===== config.mk =====
export PLATFORM = sky130hd
export DESIGN_NAME = id_pipe_stage
export DESIGN_NICKNAME = d
export VERILOG_FILES = /design/src/rtl/id_pipe_stage_pkg.sv /design/src/rtl/id_pipe_stage_decoder.sv /design/src/rtl/id_pipe_stage.sv
export SDC_FILE = /design/constraint.sdc
export NUM_CORES = 1
export LEC_CHECK = 0
export BUFFER_PORTS_ARGS = -buffer_cell sky130_fd_sc_hd__buf_2
export CAP_MARGIN = 30
export CORE_MARGIN = 8
export CORE_UTILIZATION = 35
export CTS_BUF_LIST = sky130_fd_sc_hd__clkbuf_4
export DETAILED_ROUTE_END_ITERATION = 8
export MAX_ROUTING_LAYER = met4
export RECOVER_POWER = 25
export SLEW_MARGIN = 5
export SYNTH_ARGS = -nofsm -noshare
export SYNTH_HDL_FRONTEND = slang
export SYNTH_HIERARCHICAL = 1
export SYNTH_SLANG_ARGS = --single-unit

===== constraint.sdc =====
create_clock -name clk -period 8.22 [get_ports clk]
set_input_delay 2.055 -clock clk [delete_from_list [all_inputs] [get_ports clk]]
set_output_delay 2.055 -clock clk [all_outputs]
set_load 0.005 [all_outputs]

===== src/rtl/id_pipe_stage_pkg.sv =====
// -----------------------------------------------------------------------------
// id_pipe_stage_pkg
// Shared constants for the RV64I/RV32I decode stage:
//   - one-hot inst_type codes
//   - RISC-V major opcode, funct3 and funct7 values
//   - operand-select enums driven by the decoder into the stage's operand mux
//   - immediate sign-extension helper
// -----------------------------------------------------------------------------
package id_pipe_stage_pkg;

    // One-hot instruction classes seen by the execute stage
    localparam logic [4:0] TYPE_NONE  = 5'b00000;
    localparam logic [4:0] TYPE_ARITH = 5'b10000;
    localparam logic [4:0] TYPE_LOGIC = 5'b01000;
    localparam logic [4:0] TYPE_LS    = 5'b00100;
    localparam logic [4:0] TYPE_JUMP  = 5'b00010;
    localparam logic [4:0] TYPE_SYS   = 5'b00001;

    // Major opcodes (inst[6:0])
    localparam logic [6:0] OPC_OP_IMM = 7'b0010011;
    localparam logic [6:0] OPC_OP     = 7'b0110011;
    localparam logic [6:0] OPC_LUI    = 7'b0110111;
    localparam logic [6:0] OPC_AUIPC  = 7'b0010111;
    localparam logic [6:0] OPC_LOAD   = 7'b0000011;
    localparam logic [6:0] OPC_STORE  = 7'b0100011;
    localparam logic [6:0] OPC_BRANCH = 7'b1100011;
    localparam logic [6:0] OPC_JAL    = 7'b1101111;
    localparam logic [6:0] OPC_JALR   = 7'b1100111;
    localparam logic [6:0] OPC_SYSTEM = 7'b1110011;

    // ALU funct3
    localparam logic [2:0] F3_ADD_SUB = 3'b000;
    localparam logic [2:0] F3_SLL     = 3'b001;
    localparam logic [2:0] F3_SLT     = 3'b010;
    localparam logic [2:0] F3_SLTU    = 3'b011;
    localparam logic [2:0] F3_XOR     = 3'b100;
    localparam logic [2:0] F3_SR      = 3'b101;
    localparam logic [2:0] F3_OR      = 3'b110;
    localparam logic [2:0] F3_AND     = 3'b111;

    // Load/store width funct3
    localparam logic [2:0] F3_B  = 3'b000;
    localparam logic [2:0] F3_H  = 3'b001;
    localparam logic [2:0] F3_W  = 3'b010;
    localparam logic [2:0] F3_D  = 3'b011;
    localparam logic [2:0] F3_BU = 3'b100;
    localparam logic [2:0] F3_HU = 3'b101;
    localparam logic [2:0] F3_WU = 3'b110;

    // Branch funct3 holes (everything else is a defined compare)
    localparam logic [2:0] F3_BR_RSV0 = 3'b010;
    localparam logic [2:0] F3_BR_RSV1 = 3'b011;

    localparam logic [2:0] F3_JALR = 3'b000;

    localparam logic [6:0] F7_BASE = 7'b0000000;
    localparam logic [6:0] F7_ALT  = 7'b0100000;

    localparam logic [31:0] INST_ECALL  = 32'h0000_0073;
    localparam logic [31:0] INST_EBREAK = 32'h0010_0073;

    typedef enum logic [1:0] {
        OP1_ZERO = 2'd0,
        OP1_RS1  = 2'd1,
        OP1_PC   = 2'd2
    } op1_sel_e;

    typedef enum logic [1:0] {
        OP2_ZERO = 2'd0,
        OP2_RS2  = 2'd1,
        OP2_IMM  = 2'd2
    } op2_sel_e;

    // Sign-extend a 12-bit I/S immediate to the widest datapath
    function automatic logic [63:0] sext12(input logic [11:0] v);
        return {{52{v[11]}}, v};
    endfunction

endpackage


===== src/rtl/id_pipe_stage_decoder.sv =====
// -----------------------------------------------------------------------------
// id_decoder
// Purely combinational instruction decoder.
// Ports:
//   inst        in   32-bit instruction word
//   inst_type   out  one-hot class (0 when illegal)
//   inst_opcode out  {opcode[6:2], funct3}
//   op_alt      out  inst[30] for sub/sra/srai/srli, else 0
//   imm         out  sign-extended immediate of the format, else 0
//   rs1_ena     out  instruction reads rs1
//   rs2_ena     out  instruction reads rs2
//   rd_ena      out  instruction writes rd (before the x0 check)
//   illegal     out  encoding not supported for this XLEN
//   op1_sel     out  operand-1 source select
//   op2_sel     out  operand-2 source select
// -----------------------------------------------------------------------------
module id_decoder
    import id_pipe_stage_pkg::*;
#(
    parameter int XLEN = 64
) (
    input  logic [31:0]     inst,
    output logic [4:0]      inst_type,
    output logic [7:0]      inst_opcode,
    output logic            op_alt,
    output logic [XLEN-1:0] imm,
    output logic            rs1_ena,
    output logic            rs2_ena,
    output logic            rd_ena,
    output logic            illegal,
    output op1_sel_e        op1_sel,
    output op2_sel_e        op2_sel
);

    localparam logic IS_RV64 = (XLEN == 64);

    logic [6:0]  opcode_s;
    logic [2:0]  funct3_s;
    logic [6:0]  funct7_s;
    logic [63:0] imm_i_s;
    logic [63:0] imm_st_s;
    logic [63:0] imm_b_s;
    logic [63:0] imm_u_s;
    logic [63:0] imm_j_s;
    logic        shamt_ok_s;

    logic [4:0]  type_raw_s;
    logic        alt_raw_s;
    logic [63:0] imm_raw_s;
    logic        rs1_raw_s;
    logic        rs2_raw_s;
    logic        rd_raw_s;
    logic        legal_s;
    op1_sel_e    op1_raw_s;
    op2_sel_e    op2_raw_s;

    assign opcode_s = inst[6:0];
    assign funct3_s = inst[14:12];
    assign funct7_s = inst[31:25];

    assign imm_i_s  = sext12(inst[31:20]);
    assign imm_st_s = sext12({inst[31:25], inst[11:7]});
    assign imm_b_s  = {{52{inst[31]}}, inst[7], inst[30:25], inst[11:8], 1'b0};
    assign imm_u_s  = {{32{inst[31]}}, inst[31:12], 12'b0};
    assign imm_j_s  = {{44{inst[31]}}, inst[19:12], inst[20], inst[30:21], 1'b0};

    // shamt[5] (inst[25]) only exists on RV64
    assign shamt_ok_s = IS_RV64 | ~inst[25];

    // Format/class decode; legality is folded in afterwards
    always_comb begin
        type_raw_s = TYPE_NONE;
        alt_raw_s  = 1'b0;
        imm_raw_s  = 64'd0;
        rs1_raw_s  = 1'b0;
        rs2_raw_s  = 1'b0;
        rd_raw_s   = 1'b0;
        legal_s    = 1'b0;
        op1_raw_s  = OP1_ZERO;
        op2_raw_s  = OP2_ZERO;
        case (opcode_s)
            OPC_OP_IMM: begin
                rs1_raw_s = 1'b1;
                rd_raw_s  = 1'b1;
                op1_raw_s = OP1_RS1;
                op2_raw_s = OP2_IMM;
                imm_raw_s = imm_i_s;
                case (funct3_s)
                    F3_ADD_SUB, F3_SLT, F3_SLTU: begin
                        type_raw_s = TYPE_ARITH;
                        legal_s    = 1'b1;
                    end
                    F3_XOR, F3_OR, F3_AND: begin
                        type_raw_s = TYPE_LOGIC;
                        legal_s    = 1'b1;
                    end
                    F3_SLL: begin
                        type_raw_s = TYPE_LOGIC;
                        legal_s    = (inst[31:26] == 6'd0) & shamt_ok_s;
                    end
                    F3_SR: begin
                        // inst[30] picks srai over srli; all other upper bits must be 0
                        type_raw_s = TYPE_LOGIC;
                        alt_raw_s  = inst[30];
                        legal_s    = ~inst[31] & (inst[29:26] == 4'd0) & shamt_ok_s;
                    end
                    default: legal_s = 1'b0;
                endcase
            end
            OPC_OP: begin
                rs1_raw_s = 1'b1;
                rs2_raw_s = 1'b1;
                rd_raw_s  = 1'b1;
                op1_raw_s = OP1_RS1;
                op2_raw_s = OP2_RS2;
                case (funct3_s)
                    F3_ADD_SUB: begin
                        type_raw_s = TYPE_ARITH;
                        alt_raw_s  = inst[30];
                        legal_s    = (funct7_s == F7_BASE) | (funct7_s == F7_ALT);
                    end
                    F3_SLT, F3_SLTU: begin
                        type_raw_s = TYPE_ARITH;
                        legal_s    = (funct7_s == F7_BASE);
                    end
                    F3_SLL, F3_XOR, F3_OR, F3_AND: begin
                        type_raw_s = TYPE_LOGIC;
                        legal_s    = (funct7_s == F7_BASE);
                    end
                    F3_SR: begin
                        type_raw_s = TYPE_LOGIC;
                        alt_raw_s  = inst[30];
                        legal_s    = (funct7_s == F7_BASE) | (funct7_s == F7_ALT);
                    end
                    default: legal_s = 1'b0;
                endcase
            end
            OPC_LUI, OPC_AUIPC: begin
                type_raw_s = TYPE_ARITH;
                rd_raw_s   = 1'b1;
                op1_raw_s  = (opcode_s == OPC_AUIPC) ? OP1_PC : OP1_ZERO;
                op2_raw_s  = OP2_IMM;
                imm_raw_s  = imm_u_s;
                legal_s    = 1'b1;
            end
            OPC_LOAD: begin
                type_raw_s = TYPE_LS;
                rs1_raw_s  = 1'b1;
                rd_raw_s   = 1'b1;
                op1_raw_s  = OP1_RS1;
                imm_raw_s  = imm_i_s;
                case (funct3_s)
                    F3_B, F3_H, F3_W, F3_BU, F3_HU: legal_s = 1'b1;
                    F3_D, F3_WU:                    legal_s = IS_RV64;
                    default:                        legal_s = 1'b0;
                endcase
            end
            OPC_STORE: begin
                type_raw_s = TYPE_LS;
                rs1_raw_s  = 1'b1;
                rs2_raw_s  = 1'b1;
                op1_raw_s  = OP1_RS1;
                op2_raw_s  = OP2_RS2;
                imm_raw_s  = imm_st_s;
                case (funct3_s)
                    F3_B, F3_H, F3_W: legal_s = 1'b1;
                    F3_D:             legal_s = IS_RV64;
                    default:          legal_s = 1'b0;
                endcase
            end
            OPC_BRANCH: begin
                type_raw_s = TYPE_JUMP;
                rs1_raw_s  = 1'b1;
                rs2_raw_s  = 1'b1;
                op1_raw_s  = OP1_RS1;
                op2_raw_s  = OP2_RS2;
                imm_raw_s  = imm_b_s;
                legal_s    = (funct3_s != F3_BR_RSV0) & (funct3_s != F3_BR_RSV1);
            end
            OPC_JAL: begin
                type_raw_s = TYPE_JUMP;
                rd_raw_s   = 1'b1;
                op1_raw_s  = OP1_PC;
                imm_raw_s  = imm_j_s;
                legal_s    = 1'b1;
            end
            OPC_JALR: begin
                type_raw_s = TYPE_JUMP;
                rs1_raw_s  = 1'b1;
                rd_raw_s   = 1'b1;
                op1_raw_s  = OP1_RS1;
                imm_raw_s  = imm_i_s;
                legal_s    = (funct3_s == F3_JALR);
            end
            OPC_SYSTEM: begin
                type_raw_s = TYPE_SYS;
                legal_s    = (inst == INST_ECALL) | (inst == INST_EBREAK);
            end
            default: legal_s = 1'b0;
        endcase
    end

    // Illegal encodings are neutralised so they never read, write or stall
    assign illegal     = ~legal_s;
    assign inst_type   = legal_s ? type_raw_s : TYPE_NONE;
    assign inst_opcode = {opcode_s[6:2], funct3_s};
    assign op_alt      = legal_s & alt_raw_s;
    assign imm         = legal_s ? imm_raw_s[XLEN-1:0] : {XLEN{1'b0}};
    assign rs1_ena     = legal_s & rs1_raw_s;
    assign rs2_ena     = legal_s & rs2_raw_s;
    assign rd_ena      = legal_s & rd_raw_s;
    assign op1_sel     = legal_s ? op1_raw_s : OP1_ZERO;
    assign op2_sel     = legal_s ? op2_raw_s : OP2_ZERO;

endmodule


===== src/rtl/id_pipe_stage.sv =====
// -----------------------------------------------------------------------------
// id_pipe_stage
// Registered instruction-decode stage between fetch and execute.
// Ports:
//   clk, rst_n                   clock, synchronous active-low reset
//   in_valid/in_ready            fetch-side handshake (inst, pc)
//   flush                        kill stage contents, discard offered input
//   rs*_r_ena/rs*_r_addr         combinational regfile read port
//   rs*_data                     regfile read data (same cycle)
//   ex_load_valid/ex_load_rd     load in EX, for load-use stall
//   out_valid/out_ready          execute-side handshake
//   inst_type..illegal           registered decode result
// -----------------------------------------------------------------------------
module id_pipe_stage
    import id_pipe_stage_pkg::*;
#(
    parameter int XLEN   = 64,
    parameter int TYPE_W = 5,
    parameter int OPC_W  = 8
) (
    input  logic              clk,
    input  logic              rst_n,
    input  logic              in_valid,
    output logic              in_ready,
    input  logic [31:0]       inst,
    input  logic [XLEN-1:0]   pc,
    input  logic              flush,
    output logic              rs1_r_ena,
    output logic              rs2_r_ena,
    output logic [4:0]        rs1_r_addr,
    output logic [4:0]        rs2_r_addr,
    input  logic [XLEN-1:0]   rs1_data,
    input  logic [XLEN-1:0]   rs2_data,
    input  logic              ex_load_valid,
    input  logic [4:0]        ex_load_rd,
    output logic              out_valid,
    input  logic              out_ready,
    output logic [TYPE_W-1:0] inst_type,
    output logic [OPC_W-1:0]  inst_opcode,
    output logic              op_alt,
    output logic [XLEN-1:0]   op1,
    output logic [XLEN-1:0]   op2,
    output logic [XLEN-1:0]   imm,
    output logic              rd_w_ena,
    output logic [4:0]        rd_w_addr,
    output logic [XLEN-1:0]   pc_out,
    output logic              illegal
);

    logic [4:0]      dec_type_s;
    logic [7:0]      dec_opcode_s;
    logic            dec_alt_s;
    logic [XLEN-1:0] dec_imm_s;
    logic            dec_rs1_ena_s;
    logic            dec_rs2_ena_s;
    logic            dec_rd_ena_s;
    logic            dec_illegal_s;
    op1_sel_e        dec_op1_sel_s;
    op2_sel_e        dec_op2_sel_s;

    logic [XLEN-1:0] op1_s;
    logic [XLEN-1:0] op2_s;
    logic            adv_s;
    logic            stall_s;
    logic            rs1_hit_s;
    logic            rs2_hit_s;

    id_decoder #(
        .XLEN (XLEN)
    ) u_decoder (
        .inst        (inst),
        .inst_type   (dec_type_s),
        .inst_opcode (dec_opcode_s),
        .op_alt      (dec_alt_s),
        .imm         (dec_imm_s),
        .rs1_ena     (dec_rs1_ena_s),
        .rs2_ena     (dec_rs2_ena_s),
        .rd_ena      (dec_rd_ena_s),
        .illegal     (dec_illegal_s),
        .op1_sel     (dec_op1_sel_s),
        .op2_sel     (dec_op2_sel_s)
    );

    assign rs1_r_ena  = dec_rs1_ena_s;
    assign rs2_r_ena  = dec_rs2_ena_s;
    assign rs1_r_addr = dec_rs1_ena_s ? inst[19:15] : 5'd0;
    assign rs2_r_addr = dec_rs2_ena_s ? inst[24:20] : 5'd0;

    // Load-use: a load to x0 never produces a value worth waiting for
    assign rs1_hit_s = rs1_r_ena & (rs1_r_addr == ex_load_rd);
    assign rs2_hit_s = rs2_r_ena & (rs2_r_addr == ex_load_rd);
    assign stall_s   = in_valid & ex_load_valid & (ex_load_rd != 5'd0) & (rs1_hit_s | rs2_hit_s);

    assign adv_s    = ~out_valid | out_ready;
    // During flush the offered input is swallowed, so the stage always takes it
    assign in_ready = rst_n & (flush | (adv_s & ~stall_s));

    // Operand-1 source mux
    always_comb begin
        op1_s = {XLEN{1'b0}};
        case (dec_op1_sel_s)
            OP1_RS1: op1_s = rs1_data;
            OP1_PC:  op1_s = pc;
            default: op1_s = {XLEN{1'b0}};
        endcase
    end

    // Operand-2 source mux
    always_comb begin
        op2_s = {XLEN{1'b0}};
        case (dec_op2_sel_s)
            OP2_RS2: op2_s = rs2_data;
            OP2_IMM: op2_s = dec_imm_s;
            default: op2_s = {XLEN{1'b0}};
        endcase
    end

    // Pipeline register: reset, flush, load, bubble or hold
    always_ff @(posedge clk) begin
        if (!rst_n) begin
            out_valid   <= 1'b0;
            inst_type   <= {TYPE_W{1'b0}};
            inst_opcode <= {OPC_W{1'b0}};
            op_alt      <= 1'b0;
            op1         <= {XLEN{1'b0}};
            op2         <= {XLEN{1'b0}};
            imm         <= {XLEN{1'b0}};
            rd_w_ena    <= 1'b0;
            rd_w_addr   <= 5'd0;
            pc_out      <= {XLEN{1'b0}};
            illegal     <= 1'b0;
        end else if (flush) begin
            out_valid <= 1'b0;
        end else if (adv_s) begin
            if (in_valid && !stall_s) begin
                out_valid   <= 1'b1;
                inst_type   <= dec_type_s;
                inst_opcode <= dec_opcode_s;
                op_alt      <= dec_alt_s;
                op1         <= op1_s;
                op2         <= op2_s;
                imm         <= dec_imm_s;
                rd_w_ena    <= dec_rd_ena_s & (inst[11:7] != 5'd0);
                rd_w_addr   <= dec_rd_ena_s ? inst[11:7] : 5'd0;
                pc_out      <= pc;
                illegal     <= dec_illegal_s;
            end else begin
                // Nothing offered or load-use stall: register a bubble
                out_valid <= 1'b0;
            end
        end
    end

endmodule


==> impl_metrics.csv <==
group,metric,value,unit
outcome,status,"completed",
timing,worst-slew-pin-transition,0.936,ns
die,rows,69,
die,die-area,0.0423,mm2
min_path,hold_class,"reg2reg",
logic_synthesis,syn_inst,1470,
detailed_routing,routedWlPerCell,21.1,um
detailed_routing,drc,0,
logic_synthesis,netlist_top_cells_area,"dfxtp_1 (44%), nand2_1 (14%), mux2i_1 (11%)",
detailed_routing,viasPerCell,5.20,
logic_synthesis,async_flop_share,0,%
detailed_routing,dr.pass1.iters,7,
timing,slew_violations,0,
worst_setup_path,critical_path_class,"in2out",
detailed_routing,vias,12805,
logic_synthesis,synth-edff-count,0,
clocking,cts_resized,0,
global_route,antenna_found_initial,16,
logic_synthesis,synth_flop_cell,"dfxtp_1",
detailed_routing,drt_iter0_markers,921,
place,io_buffers,525,
power,p_comb_share,8.4,%
clocking,cts_tree,"built",
layout,syn_to_final_growth,26.8,%
power,ir_drop,0.121,mV
clocking,numClockSinks,278,
clocking,cts_buffers,80,
worst_setup_path,crit_path_end_kind,"output pin",
timing,maxSlewHeadroom,37.1,%
worst_setup_path,cp_data_required_time,6.17,ns
timing,clock_skew,0.0268,ns
layout,layout.nets,2166,
detailed_routing,drt-total-wl,51900,um
global_route,grt_pass1_wl,74900,um
global_route,grt_pass1_vias,12545,
global_route,overflow,0,
clocking,cts_buffer_depth,3,
place,place_congestion,0.921,
logic_synthesis,yosysWarnings,6,
power,switching_power,0.000770,W
clocking,postCtsHoldBufs,0,
timing,finalCritPeriodShare,87.0,%
timing,max_freq,140,MHz
clocking,root_buffer,"clkbuf_4",
power,p_sw_share,26.0,%
power,p_per_area,185,mW/mm2
die,core,0.0355,mm2
logic_synthesis,synth_top_area_share,44.2,%
logic_synthesis,synth_area_per_cell,8.57,um2
clocking,cts_max_level,3,
die,die_w,206,um
global_route,grt_max_degree,139,
logic_synthesis,synth_cell_types,53,
worst_setup_path,start_kind,"primary input",
die,chipHeight,206,um
place,dp_hpwl,37600,um
job,cap_viol_max_count,0,
die,ioPinCount,526,
global_route,grt_use_total,23.4,%
logic_synthesis,synth-seq-cells,278,
power,p_int,0.00219,W
detailed_routing,ant_nets,0,
die,start_util,35.5,%
timing,setup_viol,0,
power,clock_power_share,45.2,%
logic_synthesis,seq_area_frac_synth,44.2,%
timing,period_needed,7.15,ns
worst_setup_path,cp_data_arrival_time,5.10,ns
logic_synthesis,synth_top_area_cell,"dfxtp_1",
clocking,postCtsSetupBuffers,0,
logic_synthesis,postSynthNetCount,1709,
logic_synthesis,syn-cell-area,0.0126,mm2
timing,rsz0062_at_grt,"false",
clocking,clk_latency,0.76,ns
worst_setup_path,cp_max_fo,18,
power,finalPower,0.00296,W
power,leakage,6.37,nW
layout,fillers,3644,
timing,hold_violations,0,
layout,layout-drive-gt1-share,28.4,%
clocking,clkTransAtPathRegs,0.06,ns
timing,setup_tns,0,ns
power,pwr-share-seq,46.4,%
path summary, 6_finish.rpt:
check	startpoint	to	slack, ns	cells past startpoint
worst max register to register	out_valid	inst_opcode[2]	6.32	6
worst min register to register	imm[50]	imm[50]	0.45	2
worst min-delay path	imm[50]	imm[50]	0.45	2
worst max-delay path	inst[14]	in_ready	1.07	10
cells by family (layout without fill, tap and decap cells):
kind of cell               after synthesis  count (layout)  share of synthesized area, %
and+or+nand+nor                        533             533                          17.3
AOI/OAI and AO/OA                      322             322                          17.6
xor gates and xnor gates                11              11                         0.765
buffers and inverters                  178             690                          8.27
other                                    0              19                             0
DFF                                    278             278                          44.2
muxes                                  144             144                          11.4
adders and majority gates                4               4                         0.397
metrics by stage:
| step | hold slack (ns) | worst slack (ns) | utilization [%] | cells | cell area, um2 |
|---|---|---|---|---|---|
| 2_1_floorplan | 0.451 | 1.93 | - | 1470 | 12600 |
| 3_3_place_gp | 0.439 | 1.18 | 42.3 | 2303 | 15000 |
| 3_5_place_dp | 0.444 | 1.08 | 42.5 | 2305 | 15100 |
| 4_1_cts | 0.454 | 1.07 | 45.3 | 2442 | 16100 |
| 5_1_grt | 0.475 | 0.810 | 45.0 | 2460 | 16000 |
| 6_report | 0.453 | 1.07 | 45.0 | 2462 | 16000 |
metal layers:
metal	GRT usage (%)	vias to the layer above	part of all wire, %
met3	9.15	88	11
met5	-	-	0
li1	-	6080	-
met2	36.6	609	47
met1	27.2	6028	40
met4	7.33	0	2.5
cell type report:
cell class	instances	area, um2	share of cell area, %
multi-input cells	1014	6040	37.8
flip-flops and latches	278	5570	34.8
repair buffers	546	2700	16.9
clock buffers	114	856	5.35
well taps	461	577	3.61
clock inverters	23	170	1.06
diodes	19	47.5	0.297
inverters	7	26.3	0.164
registers in the layout, summed over array words and instances (netlist names):
register,flops
illegal,1
imm,64
inst_opcode,8
inst_type,5
op1,64
op2,64
op_alt,1
out_valid,1
pc_out,64
rd_w_addr,5
rd_w_ena,1
cell usage in the layout (no fill, tap or decap), types with 8 or more instances in the layout:
cell | Yosys | routed
clkbuf_1 | 91 | 126
buf_4 | 51 | 17
nand2_1 | 456 | 456
buf_2 | 11 | 396
and2_1 | 11 | 11
o22ai_1 | 134 | 134
clkinv_1 | 0 | 17
nor2_1 | 26 | 25
a21oi_1 | 25 | 25
clkbuf_4 | 0 | 114
mux2i_1 | 144 | 144
diode_2 | 0 | 19
a22oi_1 | 133 | 133
xor2_1 | 8 | 8
dfxtp_1 | 278 | 278
Yosys cell counts, drive strengths merged (2+ instances only):
cell	instances
and2	11
nand4	2
o21a	2
xor2	8
o211ai	5
nor2	26
a21oi	27
ha	4
or4	2
a22oi	133
xnor2	3
nand4b	2
a211oi	2
nor3b	2
buf	80
nor3	5
nand2b	6
a31oi	2
inv	7
nor2b	4
mux2i	144
clkbuf	91
a21o	3
o22ai	134
dfxtp	278
nand3	4
nor4	7
o21ai	8
nand2	456
worst max-delay path, cell delays in order:
cell and delay (ns):
buf_2 0.18, nand2b_4 0.16, a311oi_2 0.30, o32ai_2 0.15, nor4_4 0.85, nor2_1 0.38, a32oi_2 0.59, o21a_1 0.22
o21a_1 0.10, buf_2 0.11
power by group through the flow:
| stage | Clock [W] | Combinational, W | Sequential [W] |
|---|---|---|---|
| after floorplan | 0 | 0.000132 | 0.00141 |
| after global placement | 0 | 0.000243 | 0.00140 |
| after detailed placement | 0 | 0.000249 | 0.00141 |
| after CTS | 0.00139 | 0.000250 | 0.00138 |
| after global routing | 0.00146 | 0.000267 | 0.00138 |
| final | 0.00134 | 0.000248 | 0.00138 |
(Power assumes the default switching activity.)
